### src/rtl/stall_bus_source_if.sv
`default_nettype none
// +--------------------------------------------------------------------------+
// | stall_bus_source_if : upstream byte stream + stall-capable bus signals    |
// | Rev 1.0                                                                   |
// +--------------------------------------------------------------------------+
interface stall_bus_source_if #(
  parameter int NUM    = 4,
  parameter int WIDTH  = 8,
  parameter int DROP_W = 8
);
  localparam int CNT_W = $clog2(NUM + 1);

  logic [WIDTH-1:0]  IN_data;
  logic              IN_valid;
  logic              IN_ready;
  logic              IN_flush;
  logic              IN_stall;
  logic [WIDTH-1:0]  OUT_data;
  logic              OUT_valid;
  logic [CNT_W-1:0]  OUT_count;
  logic [DROP_W-1:0] OUT_dropCnt;

  // master is the source block itself; slave is the producer/consumer side
  modport master (
    input  IN_data, IN_valid, IN_flush, IN_stall,
    output IN_ready, OUT_data, OUT_valid, OUT_count, OUT_dropCnt
  );

  modport slave (
    output IN_data, IN_valid, IN_flush, IN_stall,
    input  IN_ready, OUT_data, OUT_valid, OUT_count, OUT_dropCnt
  );
endinterface
`default_nettype wire

### src/rtl/stall_bus_source.sv
`default_nettype none
// +--------------------------------------------------------------------------+
// | stall_bus_source : FIFO-buffered byte source with stall-holding output    |
// | Rev 1.0                                                                   |
// +--------------------------------------------------------------------------+
module stall_bus_source #(
  parameter int NUM    = 4,
  parameter int WIDTH  = 8,
  parameter int DROP_W = 8
) (
  input wire                  clk,
  input wire                  rst_n,
  stall_bus_source_if.master  bus
);
  localparam int PTR_W = $clog2(NUM);
  localparam int CNT_W = $clog2(NUM + 1);
  localparam logic [CNT_W-1:0] C_FULL_CNT = CNT_W'(NUM);

  logic [WIDTH-1:0]  mem_q [NUM];
  logic [PTR_W-1:0]  wr_ptr_q, wr_ptr_d;
  logic [PTR_W-1:0]  rd_ptr_q, rd_ptr_d;
  logic [CNT_W-1:0]  count_q, count_d;
  logic [WIDTH-1:0]  out_data_q, out_data_d;
  logic              out_valid_q, out_valid_d;
  logic [DROP_W-1:0] drop_cnt_q, drop_cnt_d;

  logic w_in_ready;
  logic w_accept;
  logic w_push;
  logic w_drop;
  logic w_adv;
  logic w_pop;

  // Full/empty come from the count register; pointers alone cannot tell them apart.
  assign w_in_ready = (count_q < C_FULL_CNT) && !bus.IN_flush;
  assign w_accept   = bus.IN_valid && w_in_ready;
  assign w_push     = w_accept && (|bus.IN_data);
  assign w_drop     = w_accept && !(|bus.IN_data);
  assign w_adv      = !out_valid_q || !bus.IN_stall;
  assign w_pop      = w_adv && (count_q != '0) && !bus.IN_flush;

  always_comb begin
    wr_ptr_d    = wr_ptr_q;
    rd_ptr_d    = rd_ptr_q;
    count_d     = count_q;
    out_data_d  = out_data_q;
    out_valid_d = out_valid_q;
    drop_cnt_d  = drop_cnt_q;

    if (w_drop && (drop_cnt_q != '1)) begin
      drop_cnt_d = drop_cnt_q + DROP_W'(1);
    end

    if (bus.IN_flush) begin
      wr_ptr_d    = '0;
      rd_ptr_d    = '0;
      count_d     = '0;
      out_data_d  = '0;
      out_valid_d = 1'b0;
    end else begin
      if (w_push) begin
        wr_ptr_d = wr_ptr_q + PTR_W'(1);
      end
      if (w_pop) begin
        rd_ptr_d    = rd_ptr_q + PTR_W'(1);
        out_data_d  = mem_q[rd_ptr_q];
        out_valid_d = 1'b1;
      end else if (w_adv) begin
        out_data_d  = '0;
        out_valid_d = 1'b0;
      end
      count_d = count_q + CNT_W'(w_push) - CNT_W'(w_pop);
    end
  end

  always_ff @(posedge clk or negedge rst_n) begin
    if (!rst_n) begin
      wr_ptr_q    <= '0;
      rd_ptr_q    <= '0;
      count_q     <= '0;
      out_data_q  <= '0;
      out_valid_q <= 1'b0;
      drop_cnt_q  <= '0;
    end else begin
      wr_ptr_q    <= wr_ptr_d;
      rd_ptr_q    <= rd_ptr_d;
      count_q     <= count_d;
      out_data_q  <= out_data_d;
      out_valid_q <= out_valid_d;
      drop_cnt_q  <= drop_cnt_d;
    end
  end

  // Storage is intentionally left unreset; only entries below count are ever read.
  always_ff @(posedge clk) begin
    if (w_push) begin
      mem_q[wr_ptr_q] <= bus.IN_data;
    end
  end

  assign bus.IN_ready    = w_in_ready;
  assign bus.OUT_data    = out_data_q;
  assign bus.OUT_valid   = out_valid_q;
  assign bus.OUT_count   = count_q;
  assign bus.OUT_dropCnt = drop_cnt_q;

endmodule
`default_nettype wire

### src/flat_wrapper.sv
// flat-port wrapper written by rule: the top's interface ports become plain ports
module stall_bus_source_flat 
#(
  parameter int NUM    = 4,
  parameter int WIDTH  = 8,
  parameter int DROP_W = 8
)
  (clk, rst_n, bus_IN_data, bus_IN_valid, bus_IN_flush, bus_IN_stall, bus_IN_ready, bus_OUT_data, bus_OUT_valid, bus_OUT_count, bus_OUT_dropCnt);
  stall_bus_source_if #(.NUM(NUM), .WIDTH(WIDTH), .DROP_W(DROP_W)) bus_i ();
  input wire clk;
  input wire rst_n;
  input wire logic [$bits(bus_i.IN_data)-1:0] bus_IN_data;
  input wire logic [$bits(bus_i.IN_valid)-1:0] bus_IN_valid;
  input wire logic [$bits(bus_i.IN_flush)-1:0] bus_IN_flush;
  input wire logic [$bits(bus_i.IN_stall)-1:0] bus_IN_stall;
  output wire logic [$bits(bus_i.IN_ready)-1:0] bus_IN_ready;
  output wire logic [$bits(bus_i.OUT_data)-1:0] bus_OUT_data;
  output wire logic [$bits(bus_i.OUT_valid)-1:0] bus_OUT_valid;
  output wire logic [$bits(bus_i.OUT_count)-1:0] bus_OUT_count;
  output wire logic [$bits(bus_i.OUT_dropCnt)-1:0] bus_OUT_dropCnt;
  assign bus_i.IN_data = bus_IN_data;
  assign bus_i.IN_valid = bus_IN_valid;
  assign bus_i.IN_flush = bus_IN_flush;
  assign bus_i.IN_stall = bus_IN_stall;
  assign bus_IN_ready = bus_i.IN_ready;
  assign bus_OUT_data = bus_i.OUT_data;
  assign bus_OUT_valid = bus_i.OUT_valid;
  assign bus_OUT_count = bus_i.OUT_count;
  assign bus_OUT_dropCnt = bus_i.OUT_dropCnt;
  stall_bus_source #(.NUM(NUM), .WIDTH(WIDTH), .DROP_W(DROP_W)) u_core (.clk(clk), .rst_n(rst_n), .bus(bus_i));
endmodule
### config.mk
export PLATFORM = sky130hd
export DESIGN_NAME = stall_bus_source_flat
export DESIGN_NICKNAME = d
export VERILOG_FILES = /design/src/rtl/stall_bus_source_if.sv /design/src/rtl/stall_bus_source.sv /design/src/flat_wrapper.sv
export SDC_FILE = /design/constraint.sdc
export NUM_CORES = 1
export LEC_CHECK = 0
export BUFFER_PORTS_ARGS = -buffer_cell sky130_fd_sc_hd__clkbuf_2
export CAP_MARGIN = 20
export CORE_MARGIN = 8
export CORE_UTILIZATION = 60
export CTS_CLUSTER_SIZE = 25
export DETAILED_ROUTE_END_ITERATION = 10
export PLACE_DENSITY = 0.83
export SETUP_SLACK_MARGIN = 0.3
export SLEW_MARGIN = 20
export SYNTH_ARGS = -nofsm -noshare
export SYNTH_HDL_FRONTEND = slang
export SYNTH_SLANG_ARGS = --single-unit
### constraint.sdc
create_clock -name clk -period 4.76 [get_ports clk]
set_clock_uncertainty 0.15 [all_clocks]
set_input_delay 0.714 -clock clk [delete_from_list [all_inputs] [get_ports clk]]
set_output_delay 0.714 -clock clk [all_outputs]
set_load 0.01 [all_outputs]
==> results of run 1 <==
[through the flow]
| step | area (sq um) | hold WS, ns | util [%] | std cells | setup WS [ns] |
|---|---|---|---|---|---|
| global placement | 2610 | 0.314 | 66.6 | 238 | 2.09 |
| CTS | 2710 | 0.260 | 69.3 | 246 | 2.09 |
| floorplan | 2390 | 0.268 | - | 158 | 2.18 |
| global route | 2710 | 0.282 | 69.3 | 246 | 1.91 |
| finish | 2710 | 0.241 | 69.3 | 246 | 2.08 |
| detailed placement | 2610 | 0.322 | 66.6 | 238 | 1.97 |
[metal layers]
layer	global-route usage (%)	vias to the layer above
met1	16.7	683
met4	7.96	0
li1	-	632
met3	3.84	8
met2	26.2	38
met5	0	-
[flip-flops by register name, summed over array words and instances (netlist names)]
| name | count |
|---|---|
| u_core.bus.OUT_valid | 1 |
| u_core.bus.OUT_data | 8 |
| u_core.rd_ptr_q | 2 |
| u_core.mem_q | 32 |
| u_core.bus.OUT_count | 3 |
| u_core.bus.OUT_dropCnt | 8 |
| u_core.wr_ptr_q | 2 |
[synth_stat cells (2+ instances only)]
cell type,n,share of area [%]
sky130_fd_sc_hd__a21oi_1,2,0.42
sky130_fd_sc_hd__and2_1,4,1.0
sky130_fd_sc_hd__dfrtp_1,24,25
sky130_fd_sc_hd__edfxtp_1,32,40
sky130_fd_sc_hd__ha_1,7,3.7
sky130_fd_sc_hd__inv_1,16,2.5
sky130_fd_sc_hd__mux4_2,8,7.5
sky130_fd_sc_hd__nand2_1,11,1.7
sky130_fd_sc_hd__nand3_1,3,0.63
sky130_fd_sc_hd__nor2_1,11,1.7
sky130_fd_sc_hd__nor3_1,2,0.42
sky130_fd_sc_hd__nor4_1,2,0.52
sky130_fd_sc_hd__nor4_4,2,1.8
sky130_fd_sc_hd__o21ai_0,8,1.7
sky130_fd_sc_hd__xnor2_1,3,1.1
sky130_fd_sc_hd__xor2_1,7,2.6
[power by group]
group          leakage (nW)  internal, mW  switching (mW)
Clock                0.0552         0.156           0.143
Sequential            0.617         0.564          0.0600
Combinational         0.486         0.128           0.135
Total                  1.16         0.849           0.338
[cells in the final DEF (no fill, tap or decap), types with 2 or more instances in the layout]
cell type / n
sky130_fd_sc_hd__nand2_1: 11
sky130_fd_sc_hd__xor2_1: 7
sky130_fd_sc_hd__edfxtp_1: 32
sky130_fd_sc_hd__and2_1: 4
sky130_fd_sc_hd__nor4_4: 2
sky130_fd_sc_hd__clkbuf_2: 33
sky130_fd_sc_hd__xnor2_1: 3
sky130_fd_sc_hd__nor3_1: 2
sky130_fd_sc_hd__mux4_2: 8
sky130_fd_sc_hd__nand3_1: 3
sky130_fd_sc_hd__nor4_1: 2
sky130_fd_sc_hd__dfrtp_1: 24
sky130_fd_sc_hd__ha_1: 7
sky130_fd_sc_hd__inv_1: 16
sky130_fd_sc_hd__a21oi_1: 2
sky130_fd_sc_hd__nor2_1: 11
sky130_fd_sc_hd__clkbuf_8: 5
sky130_fd_sc_hd__o21ai_0: 8
[worst reg2reg max path: stages, from the launching register on]
cell and delay, ns:
sky130_fd_sc_hd__dfrtp_1 0.46, sky130_fd_sc_hd__nor3_1 0.30, sky130_fd_sc_hd__a21oi_1 0.13, sky130_fd_sc_hd__nand2b_1 0.27, sky130_fd_sc_hd__inv_1 0.09, sky130_fd_sc_hd__ha_1 0.29, sky130_fd_sc_hd__inv_1 0.06, sky130_fd_sc_hd__ha_1 0.14
sky130_fd_sc_hd__inv_1 0.05, sky130_fd_sc_hd__fa_1 0.39, sky130_fd_sc_hd__xnor2_1 0.18, sky130_fd_sc_hd__nor2_1 0.06
[final cells by class]
class,instances,area [sq um],area share (%)
timing repair buffer,33,165,6.09
multi-input combinational,83,757,27.9
clock buffer,6,72.6,2.67
tap,50,62.6,2.31
sequential,56,1560,57.5
inverter,16,60.1,2.21
clock inverter,2,35.0,1.29
[final timing paths]
| check | from | endpoint | depth (start not counted) |
|---|---|---|---|
| setup / recovery | u_core.bus.OUT_count[1] | u_core.bus.OUT_count[2] | 11 |
| hold / removal | rst_n | u_core.bus.OUT_data[2] | 1 |
| setup reg to reg | u_core.bus.OUT_count[1] | u_core.bus.OUT_count[2] | 11 |
| hold reg to reg | u_core.bus.OUT_data[4] | u_core.bus.OUT_data[4] | 2 |
| max in group asynchronous | rst_n | u_core.bus.OUT_data[0] | 1 |
| min in group clk | u_core.bus.OUT_data[4] | u_core.bus.OUT_data[4] | 2 |
[cell families (layout without fill, tap and decap cells)]
logic type      count (synthesis)  in the layout  synth area share (%)
compound gates                 12             12                  3.72
mux                            10             10                  8.42
xor+xnor                       11             11                  4.34
fa+ha+maj                       8              8                  4.50
flops                          56             56                  65.3
buf+inv                        19             57                  3.03
simple gates                   42             42                  10.7
==> impl_metrics.prom, run 1 <==
# TYPE chip_impl_metric gauge
chip_impl_metric{name="postSynthRegisterBits",unit=""} 56
chip_impl_info{name="cts_tree",value="yes"} 1
chip_impl_metric{name="die_width",unit="um"} 79.1
chip_impl_metric{name="detailroute.wirelength.met2",unit="mm"} 2.33
chip_impl_metric{name="grt_antenna_before_repair",unit=""} 0
chip_impl_metric{name="power.total",unit="mW"} 1.19
chip_impl_info{name="hold_class",value="in2async"} 1
chip_impl_metric{name="setup.reg_to_reg.worst_slack",unit="ns"} 2.08
chip_impl_metric{name="final_antenna_net_count",unit=""} 0
chip_impl_metric{name="clk_path_buf_depth",unit=""} 2
chip_impl_metric{name="drc",unit=""} 0
chip_impl_metric{name="post_route_cells_drive_above_1_share",unit="%"} 28.1
chip_impl_metric{name="hold_viol",unit=""} 0
chip_impl_metric{name="synth.avg_cell_area",unit="sq um"} 15.1
chip_impl_metric{name="core.rowCount",unit=""} 23
chip_impl_metric{name="clkSinkCount",unit=""} 56
chip_impl_metric{name="critPathRequiredTime",unit="ns"} 4.80
chip_impl_metric{name="yosysSeqAreaShare",unit="%"} 65.3
chip_impl_metric{name="cpPeakStageDelay",unit="ns"} 0.46
chip_impl_metric{name="cts_htree_levels",unit=""} 2
chip_impl_metric{name="synth_area",unit="sq mm"} 0.00239
chip_impl_metric{name="vias",unit=""} 1361
chip_impl_metric{name="cts_made_buffers",unit=""} 5
chip_impl_metric{name="timing.final.max_slew_violations",unit=""} 0
chip_impl_metric{name="critical_path_buf_inv_count",unit=""} 3
chip_impl_metric{name="relative_slew_margins",unit="%"} 58.7
chip_impl_metric{name="vdd_drop_max",unit="uV"} 270
chip_impl_metric{name="die_h",unit="um"} 79.1
chip_impl_metric{name="grt_overflow",unit=""} 0
chip_impl_metric{name="area_growth_synth_to_finish",unit="%"} 13.5
chip_impl_metric{name="worst-endpoint-arrival",unit="ns"} 2.72
chip_impl_metric{name="via_count_of_the_first_global_routing_pass",unit=""} 1485
chip_impl_metric{name="dp.final_hpwl",unit="mm"} 3.31
chip_impl_info{name="crit_slowest_cell",value="sky130_fd_sc_hd__dfrtp_1"} 1
chip_impl_info{name="worst-setup-path-type",value="reg2reg"} 1
chip_impl_metric{name="nFillCells",unit=""} 285
chip_impl_metric{name="cts_hold_buffers",unit=""} 0
chip_impl_metric{name="port_buffers",unit=""} 33
chip_impl_metric{name="cts_repair_resize_count",unit=""} 0
chip_impl_metric{name="worstMarginPinSlew",unit="ns"} 0.620
chip_impl_info{name="critPathLaunchType",value="register"} 1
chip_impl_info{name="path_common_cell",value="sky130_fd_sc_hd__inv_1"} 1
chip_impl_metric{name="grt_util_all_layers",unit="%"} 15.1
chip_impl_metric{name="dr.first_iter.drc_count",unit=""} 118
chip_impl_metric{name="count_of_flip_flops_with_a_built_in_enable_after_synthesis",unit=""} 32
chip_impl_metric{name="wl_per_cell",unit="um"} 18.0
chip_impl_info{name="crit_family",value="adder cells"} 1
chip_impl_info{name="run_status",value="completed"} 1
chip_impl_metric{name="n_antenna_cell",unit=""} 0
chip_impl_metric{name="power_per_cell_area",unit="mW/mm^2"} 437
chip_impl_metric{name="detail_route.vias_per_cell",unit=""} 5.53
chip_impl_metric{name="drt-pass1-iter-count",unit=""} 4
chip_impl_metric{name="totalNegativeSetupSlack",unit="ns"} 0
chip_impl_metric{name="cts_post_setup_buffers_inserted",unit=""} 0
chip_impl_metric{name="met3RoutedLength",unit="um"} 220
chip_impl_metric{name="final-setup-viol-count",unit=""} 0
chip_impl_info{name="routed.top_layer",value="met4"} 1
chip_impl_metric{name="fmax",unit="MHz"} 373
chip_impl_info{name="setup_repair_after_global_routing_missed_its_margin",value="no"} 1
chip_impl_metric{name="nets",unit=""} 216
chip_impl_metric{name="met1_length",unit="mm"} 1.77
chip_impl_metric{name="initial_core_util",unit="%"} 61.1
chip_impl_metric{name="syn-num-nets",unit=""} 179
chip_impl_metric{name="cts.reportedPaths.clkPinSlew",unit="ns"} 0.09
chip_impl_metric{name="grt_max_degree",unit=""} 25
chip_impl_metric{name="synth.yosys.warnings",unit=""} 0
chip_impl_metric{name="critical_path.max_fanout",unit=""} 9
chip_impl_metric{name="gp_congestion",unit=""} 0.842
chip_impl_info{name="cts-root-buf",value="sky130_fd_sc_hd__clkbuf_8"} 1
chip_impl_metric{name="timing.max_cap.violations",unit=""} 0
chip_impl_metric{name="final_period_minus_worst_setup_slack",unit="ns"} 2.68
chip_impl_metric{name="io_pins",unit=""} 34
chip_impl_info{name="synth_flop_cell",value="sky130_fd_sc_hd__edfxtp_1"} 1
chip_impl_metric{name="power_leakage",unit="nW"} 1.16
chip_impl_metric{name="die_area",unit="sq mm"} 0.00626
chip_impl_metric{name="clk_latency",unit="ns"} 0.31
chip_impl_metric{name="detail_route.wirelength",unit="mm"} 4.43
chip_impl_info{name="critical_path.cell_chain",value="nor3_1 > a21oi_1 > nand2b_1 > inv_1 > ha_1 > inv_1 > ha_1 > inv_1 > fa_1 > xnor2_1 > nor2_1"} 1
chip_impl_metric{name="yosysUniqueCellTypes",unit=""} 32
chip_impl_info{name="crit_path_end_kind",value="register"} 1
chip_impl_metric{name="core_area",unit="sq mm"} 0.00391
chip_impl_metric{name="synth_cells",unit=""} 158
chip_impl_metric{name="period_share",unit="%"} 56.3
chip_impl_metric{name="wire_length_of_the_first_global_routing_pass",unit="mm"} 7.18
chip_impl_metric{name="async_flop_share",unit="%"} 42.9
Power figures use the tool's default switching activity.
==> run 2, diff against run 1 <==
--- a/config.mk
+++ b/config.mk
@@ -8,10 +8,10 @@
 export BUFFER_PORTS_ARGS = -buffer_cell sky130_fd_sc_hd__clkbuf_2
 export CAP_MARGIN = 20
 export CORE_MARGIN = 8
-export CORE_UTILIZATION = 60
+export CORE_UTILIZATION = 51
 export CTS_CLUSTER_SIZE = 25
 export DETAILED_ROUTE_END_ITERATION = 10
-export PLACE_DENSITY = 0.83
+export PLACE_DENSITY = 0.75
 export SETUP_SLACK_MARGIN = 0.3
 export SLEW_MARGIN = 20
 export SYNTH_ARGS = -nofsm -noshare
==> constraint.sdc (replaced) <==
create_clock -name clk -period 2.2 [get_ports clk]
set_clock_uncertainty 0.15 [all_clocks]
set_input_delay 0.33 -clock clk [delete_from_list [all_inputs] [get_ports clk]]
set_output_delay 0.33 -clock clk [all_outputs]
set_load 0.01 [all_outputs]
==> run 2 against run 1 <==
  * Global-route usage decreased by 1.1 points
  * Maximum frequency rose by 24%
  * Total power grew 140%
  * First-iteration DRC count down 16%
  * Sequential power rose by 110%
  * Flip-flop and latch count unchanged
  * Critical path depth decreased by 1
  * Core utilization down 2.8 points
  * Largest cell class unchanged
  * Largest power group unchanged
  * Highest routed layer unchanged
==> impl_metrics.prom, run 2 (same netlist as run 1, synthesis figures left out) <==
# TYPE chip_impl_metric gauge
chip_impl_info{name="run_status",value="completed"} 1
chip_impl_info{name="cts-root-buf",value="sky130_fd_sc_hd__clkbuf_8"} 1
chip_impl_metric{name="drc",unit=""} 0
chip_impl_metric{name="p_switching",unit="mW"} 0.861
chip_impl_metric{name="die_area",unit="sq mm"} 0.00714
chip_impl_metric{name="final_antenna_net_count",unit=""} 0
chip_impl_metric{name="io_pins",unit=""} 34
chip_impl_metric{name="cts.reportedPaths.clkPinSlew",unit="ns"} 0.09
chip_impl_metric{name="vias",unit=""} 1490
chip_impl_metric{name="nets",unit=""} 246
chip_impl_metric{name="detail_route.vias_per_cell",unit=""} 5.32
chip_impl_metric{name="dr.first_iter.drc_count",unit=""} 99
chip_impl_info{name="worst-setup-path-type",value="reg2reg"} 1
chip_impl_metric{name="relative_slew_margins",unit="%"} 58.3
chip_impl_metric{name="clk_latency",unit="ns"} 0.31
chip_impl_metric{name="layout.cells.non_filler",unit=""} 280
chip_impl_metric{name="wire_length_of_the_first_global_routing_pass",unit="mm"} 7.68
chip_impl_info{name="critPathLaunchType",value="register"} 1
chip_impl_metric{name="post_route_cells_drive_above_1_share",unit="%"} 47.3
chip_impl_metric{name="cts_made_buffers",unit=""} 5
chip_impl_metric{name="fmax",unit="MHz"} 463
chip_impl_metric{name="clockPowerShare",unit="%"} 19.3
chip_impl_metric{name="largest_register_ffs",unit=""} 32
chip_impl_metric{name="power_leakage",unit="nW"} 1.34
chip_impl_metric{name="dp.final_hpwl",unit="mm"} 3.39
chip_impl_info{name="setup_repair_after_global_routing_missed_its_margin",value="yes"} 1
chip_impl_info{name="critical_path.cell_chain",value="nor3_4 > a21oi_2 > nand2b_1 > inv_1 > ha_1 > inv_1 > ha_1 > inv_1 > fa_2 > nor2_1"} 1
chip_impl_metric{name="clk_path_buf_depth",unit=""} 2
chip_impl_metric{name="placed_cells",unit=""} 255
chip_impl_metric{name="dpl_worst_slack",unit="ns"} 0.0291
chip_impl_metric{name="totalNegativeSetupSlack",unit="ns"} 0
chip_impl_metric{name="grt_overflow",unit=""} 0
chip_impl_metric{name="via_count_of_the_first_global_routing_pass",unit=""} 1552
chip_impl_metric{name="comb_power_share",unit="%"} 33.7
chip_impl_info{name="largest-register",value="u_core.mem_q"} 1
chip_impl_metric{name="core_area",unit="sq mm"} 0.00463
chip_impl_metric{name="detail_route.wirelength",unit="mm"} 4.82
chip_impl_metric{name="worst-endpoint-arrival",unit="ns"} 2.21
chip_impl_metric{name="internal_power_of_the_cells",unit="mW"} 1.99
chip_impl_metric{name="grt_max_degree",unit=""} 25
chip_impl_metric{name="final_period_minus_worst_setup_slack",unit="ns"} 2.16
chip_impl_info{name="final_cell_mix",value="sky130_fd_sc_hd__clkbuf_2, sky130_fd_sc_hd__edfxtp_1, sky130_fd_sc_hd__dfrtp_1"} 1
chip_impl_metric{name="die_width",unit="um"} 84.5
chip_impl_metric{name="grt_util_all_layers",unit="%"} 14.0
chip_impl_metric{name="share_seq_of_total_power",unit="%"} 47.0
chip_impl_metric{name="cpPeakStageDelay",unit="ns"} 0.51
chip_impl_info{name="crit_family",value="adder cells"} 1
chip_impl_metric{name="initial_core_util",unit="%"} 51.6
chip_impl_info{name="path_common_cell",value="sky130_fd_sc_hd__inv_1"} 1
chip_impl_info{name="cts_tree",value="yes"} 1
chip_impl_metric{name="wl_per_cell",unit="um"} 17.2
chip_impl_metric{name="timing.final.max_slew_violations",unit=""} 0
chip_impl_metric{name="drt-pass1-iter-count",unit=""} 4
chip_impl_metric{name="critical_path_buf_inv_count",unit=""} 3
chip_impl_metric{name="port_buffers",unit=""} 33
chip_impl_metric{name="n_antenna_cell",unit=""} 0
chip_impl_metric{name="worstMarginPinSlew",unit="ns"} 0.626
chip_impl_info{name="crit_path_end_kind",value="register"} 1
chip_impl_info{name="hold_class",value="in2reg"} 1
chip_impl_metric{name="net_switching_fraction_of_the_power",unit="%"} 30.2
chip_impl_metric{name="core.rowCount",unit=""} 25
chip_impl_metric{name="hold_viol",unit=""} 0
chip_impl_info{name="crit_slowest_cell",value="sky130_fd_sc_hd__fa_2"} 1
chip_impl_metric{name="grt_antenna_before_repair",unit=""} 0
chip_impl_metric{name="die_h",unit="um"} 84.5
chip_impl_metric{name="period_share",unit="%"} 98.2
chip_impl_metric{name="power.total",unit="mW"} 2.85
chip_impl_metric{name="clkSinkCount",unit=""} 56
chip_impl_metric{name="final-setup-viol-count",unit=""} 0
chip_impl_metric{name="vdd_drop_max",unit="uV"} 686
chip_impl_metric{name="gp_congestion",unit=""} 0.853
chip_impl_metric{name="area_growth_synth_to_finish",unit="%"} 28.8
chip_impl_metric{name="critical_path.max_fanout",unit=""} 2
chip_impl_metric{name="power_per_cell_area",unit="mW/mm^2"} 927
chip_impl_info{name="layout_commonest_cell",value="sky130_fd_sc_hd__clkbuf_2"} 1
chip_impl_metric{name="cts_htree_levels",unit=""} 2
chip_impl_metric{name="critPathRequiredTime",unit="ns"} 2.25
chip_impl_metric{name="timing.max_cap.violations",unit=""} 0
chip_impl_metric{name="timing.final.ws_setup",unit="ns"} 0.0385
run 2: stage by stage:
| stage | instance area [sq um] | hold slack (ns) | utilization, % |
|---|---|---|---|
| after floorplan | 2410 | -0.116 | - |
| after global placement | 2730 | 0.207 | 58.9 |
| after detailed placement | 2730 | 0.224 | 58.9 |
| after CTS | 2910 | 0.130 | 62.9 |
| after global routing | 3080 | 0.137 | 66.5 |
| final | 3080 | 0.132 | 66.5 |
run 2: power groups by stage:
stage | sequential (mW) | combinational (mW) | clock (mW)
finish | 1.34 | 0.962 | 0.552
floorplan | 1.35 | 0.415 | 0
detailed placement | 1.37 | 0.660 | 0
CTS | 1.34 | 0.792 | 0.558
global route | 1.36 | 1.04 | 0.602
global placement | 1.36 | 0.630 | 0
run 2: per-layer routing:
metal  global-route usage (%)  share of wire, %  wire length (um)
met1                     16.1                41              1950
met2                     24.5                54              2600
met3                     4.39               4.6               220
met4                     3.40               1.0                48
met5                        0                 0                 0
run 2: worst paths after layout:
path / from / depth (start not counted) / endpoint / slack (ns)
min in group asynchronous: rst_n / 2 / u_core.bus.OUT_data[5] / 0.40
max: u_core.bus.OUT_count[1] / 10 / u_core.bus.OUT_count[1] / 0.04
min: bus_IN_data[1] / 1 / u_core.mem_q[2][1] / 0.13
min reg2reg: u_core.bus.OUT_data[2] / 2 / u_core.bus.OUT_data[2] / 0.33
max reg2reg: u_core.bus.OUT_count[1] / 10 / u_core.bus.OUT_count[1] / 0.04
max in group asynchronous: rst_n / 2 / u_core.bus.OUT_count[1] / 1.04
run 2: cell type report:
type / instances / area (sq um)
multi-input cells: 83 / 846
inverters: 16 / 60.1
fillers: 325 / 1550
clock inverters: 3 / 21.3
flip-flops and latches: 56 / 1560
clock buffers: 5 / 68.8
repair buffers: 63 / 453
well taps: 54 / 67.6
run 2: repair_timing:
action | 4_1_cts | 5_1_grt
buffers inserted | 11 | 5
hold endpoints to repair | 24 | 0
resized for setup | 0 | 43
hold buffers | 1 | 0
setup endpoints to repair | 3 | 49
pin swaps | 1 | 11
run 2: worst reg2reg max path, cell delays in order (launching register included):
cell	delay [ns]
sky130_fd_sc_hd__dfrtp_2	0.43
sky130_fd_sc_hd__nor3_4	0.22
sky130_fd_sc_hd__a21oi_2	0.06
sky130_fd_sc_hd__nand2b_1	0.10
sky130_fd_sc_hd__inv_1	0.05
sky130_fd_sc_hd__ha_1	0.26
sky130_fd_sc_hd__inv_1	0.05
sky130_fd_sc_hd__ha_1	0.13
sky130_fd_sc_hd__inv_1	0.05
sky130_fd_sc_hd__fa_2	0.51
sky130_fd_sc_hd__nor2_1	0.04
==> run 3, diff against run 2 <==
--- a/config.mk
+++ b/config.mk
@@ -12,7 +12,7 @@
 export CTS_CLUSTER_SIZE = 25
 export DETAILED_ROUTE_END_ITERATION = 10
 export PLACE_DENSITY = 0.75
-export SETUP_SLACK_MARGIN = 0.3
+export SETUP_SLACK_MARGIN = 0.5
 export SLEW_MARGIN = 20
 export SYNTH_ARGS = -nofsm -noshare
 export SYNTH_HDL_FRONTEND = slang
==> run 3 against run 2 <==
  * Via count up 1.5%
  * Setup slack worse by 0.027 ns
  * Total power up 2.7%
  * Flip-flop and latch count unchanged
  * Die area unchanged
  * Clock power down 2%
  * Final cell count up 0.36%
  * Combinational power up 11%
  * Maximum frequency down 1.2%
  * Count of clock-buffer cells in the layout up 2
  * Largest cell class unchanged
  * Highest routed layer unchanged
==> impl_metrics.prom, run 3 (same netlist as run 1, synthesis figures left out) <==
# TYPE chip_impl_metric gauge
chip_impl_metric{name="core_area",unit="sq mm"} 0.00463
chip_impl_info{name="worst-setup-path-type",value="reg2reg"} 1
chip_impl_info{name="run_status",value="completed"} 1
chip_impl_metric{name="die_area",unit="sq mm"} 0.00714
chip_impl_metric{name="cts_htree_levels",unit=""} 2
chip_impl_metric{name="timing.final.max_slew_violations",unit=""} 0
chip_impl_metric{name="vdd_drop_max",unit="uV"} 673
chip_impl_metric{name="detail_route.vias_per_cell",unit=""} 5.38
chip_impl_metric{name="largest_register_ffs",unit=""} 32
chip_impl_info{name="critical_path.reg2reg.startpoint",value="u_core.bus.OUT_count[1]"} 1
chip_impl_metric{name="r2r_cells",unit=""} 10
chip_impl_metric{name="power.total",unit="mW"} 2.93
chip_impl_metric{name="final_antenna_net_count",unit=""} 0
chip_impl_metric{name="power_leakage",unit="nW"} 1.36
chip_impl_metric{name="dpl_worst_slack",unit="ns"} 0.0532
chip_impl_metric{name="port_buffers",unit=""} 33
chip_impl_metric{name="drt-pass1-iter-count",unit=""} 4
chip_impl_metric{name="cpPeakStageDelay",unit="ns"} 0.52
chip_impl_metric{name="critical_path_buf_inv_count",unit=""} 3
chip_impl_metric{name="grt_overflow",unit=""} 0
chip_impl_metric{name="hold_crit_depth",unit=""} 1
chip_impl_metric{name="worstMarginPinSlew",unit="ns"} 0.650
chip_impl_info{name="hold_class",value="in2reg"} 1
chip_impl_metric{name="clk_latency",unit="ns"} 0.30
chip_impl_metric{name="fin_hold_ws",unit="ns"} 0.151
chip_impl_info{name="crit_slowest_cell",value="sky130_fd_sc_hd__fa_2"} 1
chip_impl_metric{name="hold_viol",unit=""} 0
chip_impl_metric{name="timing.max_cap.violations",unit=""} 0
chip_impl_metric{name="vias",unit=""} 1513
chip_impl_metric{name="initial_core_util",unit="%"} 51.6
chip_impl_metric{name="cts_made_buffers",unit=""} 5
chip_impl_info{name="largest-register",value="u_core.mem_q"} 1
chip_impl_metric{name="final-setup-viol-count",unit=""} 0
chip_impl_metric{name="nets",unit=""} 247
chip_impl_metric{name="fmax",unit="MHz"} 457
chip_impl_metric{name="detail_route.wirelength",unit="mm"} 5.13
chip_impl_metric{name="final_design_area_no_fill",unit="sq mm"} 0.00321
chip_impl_metric{name="io_pins",unit=""} 34
chip_impl_metric{name="layout.cells.non_filler",unit=""} 281
chip_impl_metric{name="wl_per_cell",unit="um"} 18.2
chip_impl_metric{name="setup.reg_to_reg.worst_slack",unit="ns"} 0.01
chip_impl_info{name="critical_path.cell_chain",value="nor3_4 > a21oi_2 > nand2b_1 > inv_1 > ha_1 > inv_1 > ha_1 > inv_1 > fa_2 > nor2_1"} 1
chip_impl_metric{name="grt_util_all_layers",unit="%"} 13.5
chip_impl_info{name="cts_tree",value="yes"} 1
chip_impl_metric{name="die_h",unit="um"} 84.5
chip_impl_metric{name="dr.first_iter.drc_count",unit=""} 86
chip_impl_metric{name="gp_congestion",unit=""} 0.827
chip_impl_info{name="critPathLaunchType",value="register"} 1
chip_impl_metric{name="clkSinkCount",unit=""} 56
chip_impl_metric{name="wire_length_of_the_first_global_routing_pass",unit="mm"} 7.58
chip_impl_metric{name="power_per_cell_area",unit="mW/mm^2"} 912
chip_impl_info{name="setup_repair_after_global_routing_missed_its_margin",value="yes"} 1
chip_impl_metric{name="timing.final.ws_setup",unit="ns"} 0.0116
chip_impl_info{name="hold_start",value="bus_IN_data[3]"} 1
chip_impl_info{name="final_cell_mix",value="sky130_fd_sc_hd__edfxtp_1, sky130_fd_sc_hd__clkbuf_2, sky130_fd_sc_hd__dfrtp_1"} 1
chip_impl_metric{name="grt_antenna_before_repair",unit=""} 0
chip_impl_metric{name="dp.final_hpwl",unit="mm"} 3.29
chip_impl_metric{name="die_width",unit="um"} 84.5
chip_impl_info{name="crit_family",value="adder cells"} 1
chip_impl_metric{name="n_antenna_cell",unit=""} 0
chip_impl_metric{name="placed_cell_area",unit="sq mm"} 0.00269
chip_impl_info{name="crit-reg2reg-capture",value="u_core.bus.OUT_count[1]"} 1
chip_impl_metric{name="critPathRequiredTime",unit="ns"} 2.24
chip_impl_info{name="crit_path_end_kind",value="register"} 1
chip_impl_metric{name="core.rowCount",unit=""} 25
chip_impl_metric{name="grt_max_degree",unit=""} 25
chip_impl_metric{name="via_count_of_the_first_global_routing_pass",unit=""} 1584
chip_impl_info{name="path_common_cell",value="sky130_fd_sc_hd__inv_1"} 1
chip_impl_metric{name="nFillCells",unit=""} 282
chip_impl_metric{name="period_share",unit="%"} 99.5
chip_impl_metric{name="relative_slew_margins",unit="%"} 56.7
chip_impl_metric{name="area_growth_synth_to_finish",unit="%"} 34.3
chip_impl_metric{name="post_route_cells_drive_above_1_share",unit="%"} 50.2
chip_impl_info{name="layout_commonest_cell",value="sky130_fd_sc_hd__edfxtp_1"} 1
chip_impl_metric{name="multi_input_area",unit="sq um"} 946
chip_impl_metric{name="clk_path_buf_depth",unit=""} 2
chip_impl_metric{name="critical_path.max_fanout",unit=""} 3
chip_impl_metric{name="drc",unit=""} 0
chip_impl_metric{name="final_period_minus_worst_setup_slack",unit="ns"} 2.19
chip_impl_metric{name="regArea",unit="sq mm"} 0.00156
chip_impl_metric{name="cts.reportedPaths.clkPinSlew",unit="ns"} 0.09
chip_impl_metric{name="worst-endpoint-arrival",unit="ns"} 2.23
chip_impl_info{name="worstHoldEndpoint",value="u_core.mem_q[1][3]"} 1
chip_impl_metric{name="placed_cells",unit=""} 249
chip_impl_info{name="cts-root-buf",value="sky130_fd_sc_hd__clkbuf_8"} 1
## run 3: through the flow
stage | TNS [ns] | utilization, %
5_1_grt | -0.188 | 69.4
3_3_place_gp | 0 | 58.1
2_1_floorplan | -0.0511 | -
6_report | 0 | 69.4
3_5_place_dp | 0 | 58.1
4_1_cts | 0 | 64.5
## run 3: worst reg2reg max path: stages (launching register included)
cell and delay, ns:
sky130_fd_sc_hd__dfrtp_2 0.44, sky130_fd_sc_hd__nor3_4 0.22, sky130_fd_sc_hd__a21oi_2 0.05, sky130_fd_sc_hd__nand2b_1 0.09, sky130_fd_sc_hd__inv_1 0.05, sky130_fd_sc_hd__ha_1 0.27
sky130_fd_sc_hd__inv_1 0.07, sky130_fd_sc_hd__ha_1 0.13, sky130_fd_sc_hd__inv_1 0.05, sky130_fd_sc_hd__fa_2 0.52, sky130_fd_sc_hd__nor2_1 0.04
## run 3: worst max path at each step
stage | startpoint | to | slack (ns) | cells after the start
3_5_place_dp | u_core.bus.OUT_count[1] | u_core.bus.OUT_count[1] | 0.05 | 10
6_report | u_core.bus.OUT_count[1] | u_core.bus.OUT_count[1] | 0.01 | 10
4_1_cts | u_core.bus.OUT_count[2] | u_core.bus.OUT_count[1] | 0.07 | 10
2_1_floorplan | u_core.bus.OUT_count[1] | u_core.bus.OUT_count[1] | -0.05 | 10
5_1_grt | u_core.bus.OUT_count[1] | u_core.bus.OUT_count[1] | -0.1 | 10
3_3_place_gp | u_core.bus.OUT_count[1] | u_core.bus.OUT_count[1] | 0.10 | 10
## run 3: final cells by class
| class | instances | area share [%] |
|---|---|---|
| Multi-Input combinational cell | 83 | 29.5 |
| Timing Repair Buffer | 64 | 15.2 |
| Inverter | 16 | 1.87 |
| Tap cell | 54 | 2.10 |
| Clock buffer | 7 | 2.38 |
| Clock inverter | 1 | 0.273 |
| Sequential cell | 56 | 48.7 |
## run 3: routing by layer
layer  part of all wire, %  global-route usage, %
met2                    55                   25.4
met5                     0                      0
met3                   5.2                   3.41
met4                   1.2                   3.40
met1                    39                   14.5
## run 3: timing repair
| action | 4_1_cts | 5_1_grt |
|---|---|---|
| hold buffers | 1 | 0 |
| endpoints found under the setup margin | 43 | 54 |
| pin swaps | 10 | 16 |
| resized for setup | 18 | 49 |
| buffers inserted | 17 | 6 |
| endpoints found under the hold margin | 24 | 0 |
## run 3: report_power, final
| group | switching, mW | total [mW] | internal [mW] |
|---|---|---|---|
| Combinational | 0.468 | 1.07 | 0.606 |
| Sequential | 0.0900 | 1.31 | 1.22 |
| Clock | 0.314 | 0.543 | 0.228 |
| Total | 0.872 | 2.93 | 2.06 |
